$ cat src/rtl/pnctrl.sv
// Buffer-token controller: three circular token queues (snooper, CPU, forwarder) over N_BUF buffers.
// Optional macro PNCTRL_FAST_HANDOFF_EN lets a busy agent take the next buffer while finishing the current one.
module pnctrl #(
    parameter  int N_BUF = 3,
    localparam int IDX_W = (N_BUF <= 2) ? 1 : $clog2(N_BUF),
    localparam int CNT_W = $clog2(N_BUF + 1)
) (
    input  logic               clk,
    input  logic               rst,
    input  logic               A_done,
    output logic               A_done_ack,
    output logic               rdy_for_A,
    input  logic               rdy_for_A_ack,
    input  logic               B_acc,
    input  logic               B_rej,
    output logic               B_done_ack,
    output logic               rdy_for_B,
    input  logic               rdy_for_B_ack,
    input  logic               C_done,
    output logic               C_done_ack,
    output logic               rdy_for_C,
    input  logic               rdy_for_C_ack,
    output logic [IDX_W:0]     sn_sel,
    output logic [IDX_W:0]     cpu_sel,
    output logic [IDX_W:0]     fwd_sel,
    output logic [2*N_BUF-1:0] owner,
    output logic [CNT_W-1:0]   sn_cnt,
    output logic [CNT_W-1:0]   cpu_cnt,
    output logic [CNT_W-1:0]   fwd_cnt
);
    localparam int PW = IDX_W + 2;

    typedef enum logic {NOT_STARTED = 1'b0, STARTED = 1'b1} state_t;

    // Queue index 0 = snooper (A), 1 = CPU (B), 2 = forwarder (C)
    logic [IDX_W-1:0] head_tok [3];
    logic [CNT_W-1:0] cnt      [3];
    logic [IDX_W-1:0] enq0_val [3];
    logic [IDX_W-1:0] enq1_val [3];
    logic [2:0]       deq, enq0_en, enq1_en;
    logic [2:0]       conn, rdy, dack, rdy_ack, done_in;
    logic             qa, qb, qc, acc, rej;

    function automatic logic [IDX_W-1:0] wrap(input logic [PW-1:0] s);
        logic [PW-1:0] r;
        r = (s >= PW'(N_BUF)) ? s - PW'(N_BUF) : s;
        return r[IDX_W-1:0];
    endfunction

    assign done_in = {C_done, B_acc | B_rej, A_done};
    assign rdy_ack = {rdy_for_C_ack, rdy_for_B_ack, rdy_for_A_ack};

    assign qa  = A_done & dack[0];
    assign qb  = (B_acc | B_rej) & dack[1];
    assign acc = qb & B_acc;
    assign rej = qb & ~B_acc;
    assign qc  = C_done & dack[2];

    // Into the snooper queue the forwarder token lands before the rejected CPU token
    always_comb begin
        deq         = {qc, qb, qa};
        enq0_en     = {acc, qa, qc | rej};
        enq1_en     = {1'b0, 1'b0, qc & rej};
        enq0_val[0] = qc ? head_tok[2] : head_tok[1];
        enq1_val[0] = head_tok[1];
        enq0_val[1] = head_tok[0];
        enq1_val[1] = '0;
        enq0_val[2] = head_tok[1];
        enq1_val[2] = '0;
    end

    for (genvar gi = 0; gi < 3; gi++) begin : g_queue
        logic [IDX_W-1:0] mem [N_BUF];
        logic [IDX_W-1:0] head_reg;
        logic [CNT_W-1:0] cnt_reg;
        logic [IDX_W-1:0] tail0, tail1;

        // A full queue writes its tail over the head slot only when that head is leaving
        assign tail0 = wrap(PW'(head_reg) + PW'(cnt_reg));
        assign tail1 = wrap(PW'(head_reg) + PW'(cnt_reg) + PW'(enq0_en[gi]));

        always_ff @(posedge clk) begin
            if (rst) begin
                head_reg <= '0;
                cnt_reg  <= (gi == 0) ? CNT_W'(N_BUF) : '0;
                for (int i = 0; i < N_BUF; i++)
                    mem[i] <= (gi == 0) ? IDX_W'(i) : '0;
            end else begin
                if (enq0_en[gi])
                    mem[tail0] <= enq0_val[gi];
                if (enq1_en[gi])
                    mem[tail1] <= enq1_val[gi];
                if (deq[gi])
                    head_reg <= wrap(PW'(head_reg) + PW'(1));
                cnt_reg <= cnt_reg + CNT_W'(enq0_en[gi]) + CNT_W'(enq1_en[gi]) - CNT_W'(deq[gi]);
            end
        end

        assign head_tok[gi] = mem[head_reg];
        assign cnt[gi]      = cnt_reg;
        assign conn[gi]     = (cnt_reg != '0);
    end

    for (genvar gi = 0; gi < 3; gi++) begin : g_fsm
        state_t state_reg, state_next;
        logic   rdy_loc, dack_loc;

        always_ff @(posedge clk) begin
            if (rst)
                state_reg <= NOT_STARTED;
            else
                state_reg <= state_next;
        end

        always_comb begin
            state_next = state_reg;
            case (state_reg)
                NOT_STARTED: if (rdy_loc && rdy_ack[gi]) state_next = STARTED;
                STARTED: begin
`ifdef PNCTRL_FAST_HANDOFF_EN
                    if (done_in[gi] && !(rdy_loc && rdy_ack[gi])) state_next = NOT_STARTED;
`else
                    if (done_in[gi]) state_next = NOT_STARTED;
`endif
                end
                default: state_next = NOT_STARTED;
            endcase
        end

        always_comb begin
            rdy_loc  = 1'b0;
            dack_loc = 1'b0;
            if (state_reg == NOT_STARTED) begin
                rdy_loc = conn[gi];
            end else begin
                dack_loc = 1'b1;
`ifdef PNCTRL_FAST_HANDOFF_EN
                rdy_loc = (cnt[gi] >= CNT_W'(2));
`endif
            end
        end

        assign rdy[gi]  = rdy_loc;
        assign dack[gi] = dack_loc;
    end

    assign rdy_for_A  = rdy[0];
    assign rdy_for_B  = rdy[1];
    assign rdy_for_C  = rdy[2];
    assign A_done_ack = dack[0];
    assign B_done_ack = dack[1];
    assign C_done_ack = dack[2];

    assign sn_sel  = {conn[0], conn[0] ? head_tok[0] : '0};
    assign cpu_sel = {conn[1], conn[1] ? head_tok[1] : '0};
    assign fwd_sel = {conn[2], conn[2] ? head_tok[2] : '0};
    assign sn_cnt  = cnt[0];
    assign cpu_cnt = cnt[1];
    assign fwd_cnt = cnt[2];

    // Tokens are unique, so at most one head can name a given buffer
    always_comb begin
        owner = '0;
        for (int i = 0; i < N_BUF; i++) begin
            if (conn[0] && head_tok[0] == IDX_W'(i))
                owner[2*i +: 2] = 2'd1;
            else if (conn[1] && head_tok[1] == IDX_W'(i))
                owner[2*i +: 2] = 2'd2;
            else if (conn[2] && head_tok[2] == IDX_W'(i))
                owner[2*i +: 2] = 2'd3;
        end
    end
endmodule

$ cat config.mk
export PLATFORM = sky130hd
export DESIGN_NAME = pnctrl
export DESIGN_NICKNAME = d
export VERILOG_FILES = /design/src/rtl/pnctrl.sv
export SDC_FILE = /design/constraint.sdc
export NUM_CORES = 1
export LEC_CHECK = 0
export CAP_MARGIN = 0
export CORE_MARGIN = 2
export CORE_UTILIZATION = 30
export DETAILED_ROUTE_END_ITERATION = 7
export HOLD_SLACK_MARGIN = 0.12
export PLACE_DENSITY = 0.52
export RECOVER_POWER = 25
export SYNTH_ARGS = -nofsm -noshare
export SYNTH_HDL_FRONTEND = slang
export SYNTH_SLANG_ARGS = --single-unit
$ cat constraint.sdc
create_clock -name clk -period 6.2 [get_ports clk]
set_clock_uncertainty 0.05 [all_clocks]
set_input_delay 0.62 -clock clk [delete_from_list [all_inputs] [get_ports clk]]
set_output_delay 0.62 -clock clk [all_outputs]
set_load 0.02 [all_outputs]
==> metrics.csv, run 1 <==
metric,value,unit
status,finished clean,
drt_first_pass_iters,4,
drive_above_1_share,8.95,%
drv_slew,0,
layout_setup_ws,2.19,ns
dieHeight,98.5,µm
finalSetupViolations,0,
cts_sinks,45,
arrival,3.34,ns
synthTopCellsByCount,"nor2_1, nand2_1, inv_1, edfxtp_1, dfxtp_1",
critical_path_peak_fanout,9,
synth_top_family_by_area,simple AND/OR/NAND/NOR gates,
power,0.724,mW
finalCritPeriodShare,64.6,%
grt_usage,12.6,%
fin_tns_setup,0,ns
syn-instance-count,273,
num_antenna_cells,0,
final_cell_area,0.00323,mm²
p_per_area,224,mW/mm²
grt_use_met3,2.13,%
initial_core_util,30.8,%
syn_area,0.00268,mm²
fp.dieArea,0.00969,mm²
syn_to_final_growth,20.5,%
ir_worst_vdd,0.0794,mV
drc,0,
postRouteAntennaNets,0,
synth_compound_area_share,8.84,%
synth.most_common_cell,nor2_1,
maxSlewHeadroom,7.96,%
pwr-share-comb,28.2,%
fin_crit,4.01,ns
yosys_warnings,0,
die_x,98.5,µm
max_freq,250,MHz
port_buffers,35,
row_count,34,
grt_pass1_vias,1883,
place_hpwl,4830,µm
path_clk_slew,0.09,ns
synth_top_area_cell,edfxtp_1,
crit_path_end_kind,primary output,
postCtsResizedCells,0,
synth-main-ff-cell,edfxtp_1,
maxCapViolCount,0,
ys_seq_elements,45,
synthAdderAreaFrac,10.9,%
ys_seq_area_share,42.6,%
fin_nets,342,
critPathRequiredTime,5.53,ns
synth_xor_area_share,2.95,%
wire_per_inst,14.3,µm
use_met2,21.9,%
sw_frac_of_total,32.2,%
utilization,37.2,%
synth-simple-area-share,19.1,%
worst-setup-path-type,reg2out,
internal_power,0.491,mW
grt_start_max_net_pins,28,
gr-total-overflow,0,
async_flop_share,0,%
num_vias,1994,
cts_buffer_depth,2,
gp_congestion,0.766,
htree_levels,2,
post_cts_buffers,0,
startpoint_type,flip-flop,
ys_types,50,
syn_nets,303,
p_leak,1.33,nW
p_clk_share,25.6,%
rsz0062_at_grt,no,
clk_latency,0.30,ns
io_pins,36,
busiest_layer,met2,
finalHoldViolations,0,
dpl.cell_count,413,
synth_top_area_share,26.9,%
power.net_switching,0.233,mW
layoutNonFillerInstCount,421,
antenna_found_initial,0,
seqPwrFrac,46.1,%
cts_tree,built,
worst_hold_slack,0.442,ns
cts_root_buffer,clkbuf_8,
muxShareOfSynthArea,10.8,%
synth_edf_count,24,
numCtsBuffers,5,
grtUsageMet1,16.3,%
ctsHoldBuffers,0,
vias_per_cell,4.74,
tightest_slew,1.37,ns
core-area,0.00868,mm²
worstHoldPathType,reg2reg,
grt_pass1_wl,9570,µm
initialDrtViolationCount,75,
wl,6030,µm
ys_top_cells_by_area,"edfxtp_1, dfxtp_1, ha_1",
dpl-instance-area,0.00315,mm²
pre_cts_ws,2.66,ns
synth_area_per_cell,9.80,µm²
## cell type report
cell class,instances,area [µm²]
clock buffers,5,68.8
clock inverters,3,20.0
fillers,892,5450
inverters,28,108
multi-input cells,196,1400
flip-flops and latches,45,1140
well taps,108,135
repair buffers,36,354
## worst max-delay path: stages, from the launching register on
cell             delay, ns
dfxtp_1               0.46
mux2_4                0.32
o21ai_0               1.04
inv_4                 0.12
nor3_1                0.28
a21oi_1               0.07
a21oi_1               0.12
clkdlybuf4s50_1       0.63
## path summary, 6_finish.rpt
check                                      start                        endpoint  slack, ns  cells past startpoint
min          g_queue[0].head_reg[1]$_SDFFE_PP0P_                       flip-flop       0.44                      2
max reg2reg                 sn_cnt[0]$_SDFF_PP1_  g_queue[0].mem[1][1]$_DFFE_PP_       3.17                     10
max                                    flip-flop                        owner[1]       2.19                      7
min reg2reg  g_queue[0].head_reg[1]$_SDFFE_PP0P_                       flip-flop       0.44                      2
## placed cells by master, fill, tap and decap left out, types with 3 or more instances in the layout
| master | n |
|---|---|
| nor2_1 | 38 |
| nand2_1 | 30 |
| clkdlybuf4s50_1 | 29 |
| inv_1 | 25 |
| edfxtp_1 | 24 |
| dfxtp_1 | 21 |
| ha_1 | 17 |
| mux2i_1 | 14 |
| a21oi_1 | 13 |
| nor3_1 | 8 |
| o21ai_0 | 7 |
| xnor2_1 | 6 |
| nor4_1 | 6 |
| dlygate4sd3_1 | 6 |
| mux2_2 | 5 |
| clkbuf_8 | 5 |
| nand2b_1 | 4 |
| a21o_1 | 4 |
| fa_1 | 4 |
| mux4_2 | 3 |
| xor2_1 | 3 |
| nand3_1 | 3 |
## power by group through the flow
stage	clock network (mW)	logic [mW]	registers (mW)
finish	0.186	0.204	0.334
CTS	0.190	0.210	0.335
global placement	0	0.207	0.342
global route	0.200	0.227	0.336
detailed placement	0	0.209	0.342
floorplan	0	0.137	0.345
## cell families (layout without fill, tap and decap cells)
group                      after synthesis  count (layout)
muxes                                   24              24
AOI/OAI and AO/OA                       35              35
DFF                                     45              45
and+or+nand+nor                        107             107
xor gates and xnor gates                 9               9
buffers and inverters                   32              72
adders and majority gates               21              21
## metal layers
metal | vias up | wire length [µm] | share of wire, %
li1 | 1033 | - | -
met1 | 921 | 2830 | 47
met2 | 33 | 2940 | 49
met3 | 7 | 168 | 2.8
met4 | 0 | 82 | 1.4
met5 | - | 0 | 0
Power figures use the tool's default switching activity.
==> run 2, diff against run 1 <==
- clock period: 6.2 -> 4.2 ns (I/O delays scaled with it)
==> run 2 against run 1 <==
Effect of this change: register-to-register slack lost 2.0 ns; clock power grew 58%; clock-buffer cell count is the same; hold slack gained 0.010 ns; via count grew 2.8%; sequential power is 48% higher; cell area up 0.62%; final cell count stayed put; non-clock buffer count unchanged.
==> metrics.csv, run 2 (synthesized netlist as in run 1, its figures left out) <==
metric,value,unit
finalSetupViolations,0,
initialDrtViolationCount,96,
fin_crit,3.20,ns
initial_core_util,30.8,%
max_freq,313,MHz
htree_levels,2,
antenna_found_initial,0,
gp_congestion,0.773,
fin_nets,342,
setup.worst_path.start,C_done,
sw_frac_of_total,32.9,%
pwr-share-comb,27.9,%
critPathRequiredTime,4.21,ns
seqPwrFrac,45.2,%
cts_tree,built,
postRouteAntennaNets,0,
cts_buffer_depth,2,
drive_above_1_share,9.27,%
port_buffers,35,
finalHoldViolations,0,
grt_pass1_wl,10100,µm
grt_start_max_net_pins,20,
syn_to_final_growth,21.3,%
grt_usage,13.0,%
p_clk_share,26.9,%
crit_path_end_kind,flip-flop,
ir_worst_vdd,0.127,mV
hold_start,g_queue[0].head_reg[1]$_SDFFE_PP0P_,
path_clk_slew,0.10,ns
reg2reg_from,sn_cnt[0]$_SDFF_PP1_,
layout_commonest_cell,nor2_1,
arrival,3.21,ns
drt_first_pass_iters,4,
num_antenna_cells,0,
maxCapViolCount,0,
wire_per_inst,14.6,µm
p_per_area,337,mW/mm²
dpl.cell_count,413,
numCtsBuffers,5,
ctsHoldBuffers,0,
drc,0,
maxSlewHeadroom,39.6,%
fp.dieArea,0.00969,mm²
wl,6140,µm
gr-total-overflow,0,
layoutNonFillerInstCount,421,
tightest_slew,0.906,ns
dieHeight,98.5,µm
finalCritPeriodShare,76.1,%
power.net_switching,0.360,mW
rsz0062_at_grt,no,
critical_path_peak_fanout,11,
cts_sinks,45,
num_vias,2050,
io_pins,36,
status,finished clean,
post_cts_buffers,0,
grt_pass1_vias,1968,
place_hpwl,4920,µm
core-area,0.00868,mm²
fin_tns_setup,0,ns
die_x,98.5,µm
vias_per_cell,4.87,
cts_root_buffer,clkbuf_8,
row_count,34,
worstHoldPathType,reg2reg,
worst-setup-path-type,in2reg,
clk_latency,0.31,ns
layout_common_cells,"nor2_1, nand2_1, clkdlybuf4s50_1",
drv_slew,0,
startpoint_type,primary input,
postCtsResizedCells,0,
internal_power,0.733,mW
p_leak,1.34,nW
## run 2: worst paths after layout
kind / endpoint / slack (ns) / cells after the start
max: g_queue[0].mem[1][1]$_DFFE_PP_ / 1.00 / 10
min reg2reg: flip-flop / 0.45 / 2
min: flip-flop / 0.45 / 2
max reg2reg: g_queue[0].mem[1][1]$_DFFE_PP_ / 1.14 / 10
## run 2: routing by layer
metal  track usage [%]  part of all wire [%]  routed length [µm]  up-vias
met3              1.99                   2.6                 158       11
li1                  -                     -                   -     1034
met5                 0                     0                   0        -
met2              21.4                    47                2890       33
met4              5.37                   3.1                 191        0
met1              17.2                    47                2900      972
## run 2: per-stage QoR
stage	setup WS [ns]	power (mW)	hold slack (ns)	util, %	instance area [µm²]
4_1_cts	1.11	1.11	0.443	37.4	3250
6_report	1.00	1.09	0.452	37.4	3250
5_1_grt	0.843	1.15	0.468	37.4	3250
3_3_place_gp	0.901	0.810	0.419	36.3	3150
3_5_place_dp	0.844	0.814	0.423	36.3	3150
2_1_floorplan	1.23	0.712	0.400	-	2680
## run 2: area by class of cell
type / instances / area [µm²]
fill: 867 / 5430
multi-input combinational: 196 / 1410
sequential: 45 / 1140
timing repair buffer: 36 / 354
tap: 108 / 135
inverter: 28 / 108
clock buffer: 5 / 68.8
clock inverter: 3 / 28.8
## run 2: critical path: stages
cell and delay [ns]:
dlygate4sd3_1 0.56, nand2_1 0.30, nand2_1 0.17, ha_1 0.36, ha_1 0.21, nand2b_1 0.16, a21o_1 0.21, o2bb2ai_2 0.16
nor3_2 0.29, mux2_2 0.37
## run 2: power groups by stage
stage                     clock network, mW  logic (mW)  registers [mW]
after floorplan                           0       0.202           0.510
after global placement                    0       0.306           0.505
after detailed placement                  0       0.310           0.505
after CTS                             0.300       0.312           0.495
after global routing                  0.314       0.338           0.497
final                                 0.294       0.305           0.494
==> RTL change 1, RTL diff (flow settings as in run 2) <==
Change the parameter `N_BUF` from 3 to 6.
--- a/src/rtl/pnctrl.sv
+++ b/src/rtl/pnctrl.sv
@@ -1,7 +1,7 @@
 // Buffer-token controller: three circular token queues (snooper, CPU, forwarder) over N_BUF buffers.
 // Optional macro PNCTRL_FAST_HANDOFF_EN lets a busy agent take the next buffer while finishing the current one.
 module pnctrl #(
-    parameter  int N_BUF = 3,
+    parameter  int N_BUF = 6,
     localparam int IDX_W = (N_BUF <= 2) ? 1 : $clog2(N_BUF),
     localparam int CNT_W = $clog2(N_BUF + 1)
 ) (
Ports: changed (7 resized); port bits go from 36 to 48. The function was not compared with the original's and may differ.
==> RTL change 1 against run 2 <==
Worst setup slack lost 0.62 ns. Power grew to 3.1 times the old value. Area after synthesis increased by 120%. Design area increased by 110%. Wire length is 140% higher. Sequential cell count rose by 57. Count of clock-buffer cells in the layout grew 5. Critical endpoint is now owner[1]. Largest power group is now combinational logic.
==> RTL change 1: results <==
set metrics [dict create \
    run_status "finished, final reports clean" \
    yosysSeqAreaShare_pct 47.11 \
    synth_fp_nets 581 \
    path_max_fanout 15 \
    clk_pin_slew_worst_paths_ns 0.08 \
    arrival_ns 3.34 \
    holdCritStartpoint "rst" \
    crit_end "owner[1]" \
    grt_max_degree 31 \
    holdWs_ns 0.4641 \
    min_period_ns 3.811 \
    min_path_type "in2reg" \
    grt_pass1_wl_um 23710 \
    drtIter0Drc 146 \
    synth-edff-count 72 \
    cts_made_buffers 9 \
    grt.total_usage_pct 15.24 \
    rr_endpoint "g_queue[0].mem[7][1]" \
    ir_drop_mv 0.2586 \
    wl_per_cell_um 17.35 \
    ys_top_cells_by_area "edfxtp_1 (37%), dfxtp_1 (10%), mux4_2 (6.9%)" \
    fillers 1911 \
    cts_root_buffer "clkbuf_16" \
    met2_usage_pct 26.34 \
    crit_type "reg2out" \
    dp_cells 848 \
    gr-usage-met3_pct 2.399 \
    place_ws_ns 0.2356 \
    dp_hpwl_um 11550 \
    layout-drive-gt1-share_pct 11.35 \
    netlist_instances 543 \
    clkLatencyLatePin_ns 0.36 \
    slew_headroom_pct 47.85 \
]
RTL change 1: per-layer routing:
metal	wire length, um	vias to the layer above
li1	-	2076
met1	6577	2119
met2	7542	107
met3	512	18
met4	357	0
met5	0	-
RTL change 1: how the worst min path moves through the flow:
stage                                         to  cells past startpoint
final                                 fwd_cnt[2]                      2
after global routing      g_queue[2].head_reg[0]                      2
after CTS                             fwd_cnt[2]                      2
after detailed placement  g_queue[2].head_reg[2]                      2
after global placement    g_queue[2].head_reg[2]                      2
after floorplan                             flop                      2
RTL change 1: kinds of logic after synthesis:
group,after synthesis,share of synthesized area (%)
simple gates,213,17.73
flops,102,47.11
compound gates,81,9.153
buf+inv,52,3.413
mux,47,12.03
fa+ha+maj,29,7.083
xor+xnor,19,3.478
RTL change 1: critical path, stage by stage, from the launching register on:
cell	delay, ns
dfxtp_1	0.58
mux4_2	0.57
mux2i_1	0.30
buf_4	0.31
inv_1	0.12
nor2_1	0.16
nand3_1	0.12
a21oi_1	0.18
clkdlybuf4s50_1	0.63
RTL change 1: area by class of cell:
class                           instances  area share [%]
Timing Repair Buffer                   62           8.126
Clock inverter                          6          0.8789
Tap cell                              265           4.753
Inverter                               30           1.614
Sequential cell                       102           39.61
Multi-Input combinational cell        389           41.60
Clock buffer                           10           3.426
RTL change 1: power groups by stage:
| stage | clock, mW | sequential (mW) | combinational [mW] |
|---|---|---|---|
| final | 0.845 | 1.24 | 1.28 |
| after CTS | 0.867 | 1.25 | 1.31 |
| after global routing | 0.899 | 1.26 | 1.41 |
| after detailed placement | 0 | 1.27 | 1.31 |
| after global placement | 0 | 1.26 | 1.28 |
| after floorplan | 0 | 1.26 | 0.813 |
RTL change 1: per-stage QoR:
stage / cell area (um^2) / utilization, %
finish: 6975 / 36.08
global route: 6975 / 36.08
CTS: 6990 / 36.15
detailed placement: 6690 / 34.60
global placement: 6690 / 34.60
floorplan: 5864 / -
==> RTL change 2, RTL diff (flow settings as in run 2) <==
Made on the original files. Register the outputs `sn_cnt`, `cpu_cnt` and `fwd_cnt`, with the module's reset; this adds one clock of latency there. The other outputs are not delayed to match.
--- a/src/rtl/pnctrl.sv
+++ b/src/rtl/pnctrl.sv
@@ -154,9 +154,17 @@
     assign sn_sel  = {conn[0], conn[0] ? head_tok[0] : '0};
     assign cpu_sel = {conn[1], conn[1] ? head_tok[1] : '0};
     assign fwd_sel = {conn[2], conn[2] ? head_tok[2] : '0};
-    assign sn_cnt  = cnt[0];
-    assign cpu_cnt = cnt[1];
-    assign fwd_cnt = cnt[2];
+    always_ff @(posedge clk) begin
+        if (rst) begin
+            sn_cnt  <= '0;
+            cpu_cnt <= '0;
+            fwd_cnt <= '0;
+        end else begin
+            sn_cnt  <= cnt[0];
+            cpu_cnt <= cnt[1];
+            fwd_cnt <= cnt[2];
+        end
+    end
 
     // Tokens are unique, so at most one head can name a given buffer
     always_comb begin
Behaviour: not the same (Yosys sat finds a counterexample within 4 cycles, from zero or initial values and one cycle with rst high).
==> RTL change 2 against run 2 <==
The run now ends with max-capacitance violations, max-slew violations left. Worst setup slack got worse by 0.049 ns. Die area up 5.5%. Non-clock buffer count did not move. Sequential cell count grew 6. Utilization decreased by 0.41 points. Wire length increased by 0.54%. Maximum frequency decreased by 1.5%. Area after synthesis up 5.8%. Design area up 4.8%. Power increased by 6.6%. Via count rose by 0.44%. Highest routed layer unchanged.
==> RTL change 2: results <==
set metrics [dict create \
    leakagePower_nw 1.408 \
    nets 355 \
    powerDensity_mw_per_mm2 342.6 \
    path_max_fanout 12 \
    placed_area_mm2 0.003307 \
    clkLatencyLatePin_ns 0.30 \
    pg_comb_mw 0.310 \
    cts_root_buffer "clkbuf_8" \
    clockBufferDepth 2 \
    cp_slowest_cell "clkdlybuf4s50_1" \
    cts.htree.levels 2 \
    cts_made_buffers 5 \
    yosysWarningCount 0 \
    synth_fp_nets 317 \
    antenna_cells 0 \
    grt.total_usage_pct 13.20 \
    dr.pass1.iters 4 \
    clk_pin_slew_worst_paths_ns 0.10 \
    fin_cells 437 \
    synth_ff_type "dfxtp_1" \
    antenna_found_initial 0 \
    gp_congestion 0.7579 \
    reg2reg_depth 10 \
    postCtsSetupBuffers 0 \
    grt_pass1_wl_um 10510 \
    io_buffers 35 \
    dp_hpwl_um 4861 \
    min_path_type "reg2reg" \
    hold_depth 2 \
    tightestPinTransition_ns 1.629 \
    path_delay_family "buffers and inverters" \
    yosys-top-cells-count "nor2_1 (46), dfxtp_1 (27), inv_1 (26)" \
    netlist_instances 287 \
    grt_pass1_vias 2097 \
    slew_viol_final 37 \
    synth-edff-count 24 \
    grt_max_degree 37 \
    via_per_inst 4.712 \
    ir_drop_mv 0.1232 \
    layout-drive-gt1-share_pct 6.442 \
    cts_resized 0 \
    max_stage_delay_ns 0.63 \
    yosysSeqAreaShare_pct 44.56 \
    place_ws_ns 0.8632 \
    wl_per_cell_um 14.13 \
    cap_violations 1 \
    failed_checks "max-capacitance violations, max-slew violations" \
    drtIter0Drc 81 \
    yosysUniqueCellTypes 44 \
    ys_top_cells_by_area "edfxtp_1 (25%), dfxtp_1 (19%), ha_1 (7.5%)" \
    arrival_ns 2.77 \
    run_status "complete, but fails checks" \
    async_reset_ff_share_pct 0 \
    pwr-share-seq_pct 47.7 \
    net-switching-power_mw 0.3561 \
    dp_cells 429 \
]
## RTL change 2: cell count changes after synthesis, sizes merged, moves of 3 or more
cell    before  now
nand2b       4   12
nand2       30   23
nor2        40   47
dfxtp       21   27
nand3b       2    6
nor4         6    2
nor2b        2    5
## RTL change 2: worst reg2reg max path, delay by kind of cell (launching register included)
family                   cells  cell delay, ns
AO/OA/AOI/OAI                1            0.19
adder cells (fa/ha/maj)      3            0.88
multiplexers                 1            0.35
AND/OR/NAND/NOR              2            0.39
XOR/XNOR                     2            0.45
flip-flops                   1            0.38
buffers and inverters        1            0.04
## RTL change 2: logic make-up after synthesis
| family | after synthesis | share of synthesized area [%] |
|---|---|---|
| and+or+nand+nor | 119 | 20.51 |
| DFF | 51 | 44.56 |
| buffers and inverters | 33 | 4.509 |
| AOI/OAI and AO/OA | 30 | 6.898 |
| muxes | 25 | 10.70 |
| adders and majority gates | 21 | 10.34 |
| xor gates and xnor gates | 8 | 2.476 |
## RTL change 2: worst paths after layout
kind	start	to	slack, ns
worst max-delay path	flop	owner[1]	0.96
worst min-delay path	g_queue[0].head_reg[1]	g_queue[0].head_reg[1]	0.44
worst max register to register	g_queue[0].head_reg[0]	g_queue[0].mem[2][0]	1.24
worst min register to register	g_queue[0].head_reg[1]	g_queue[0].head_reg[1]	0.44
## RTL change 2: metal layers
layer	GRT usage, %	part of all wire, %	vias up
met5	0	0	-
met4	4.678	2.6	0
met1	17.33	49	968
met2	22.36	46	28
met3	1.725	2.1	10
li1	-	-	1053
## RTL change 2: final cells by class
class / instances / area (um^2)
inverter: 28 / 107.6
clock inverter: 2 / 16.27
timing repair buffer: 36 / 354.1
fill: 956 / 5794
tap: 111 / 138.9
multi-input combinational: 203 / 1441
sequential: 51 / 1261
clock buffer: 6 / 82.58
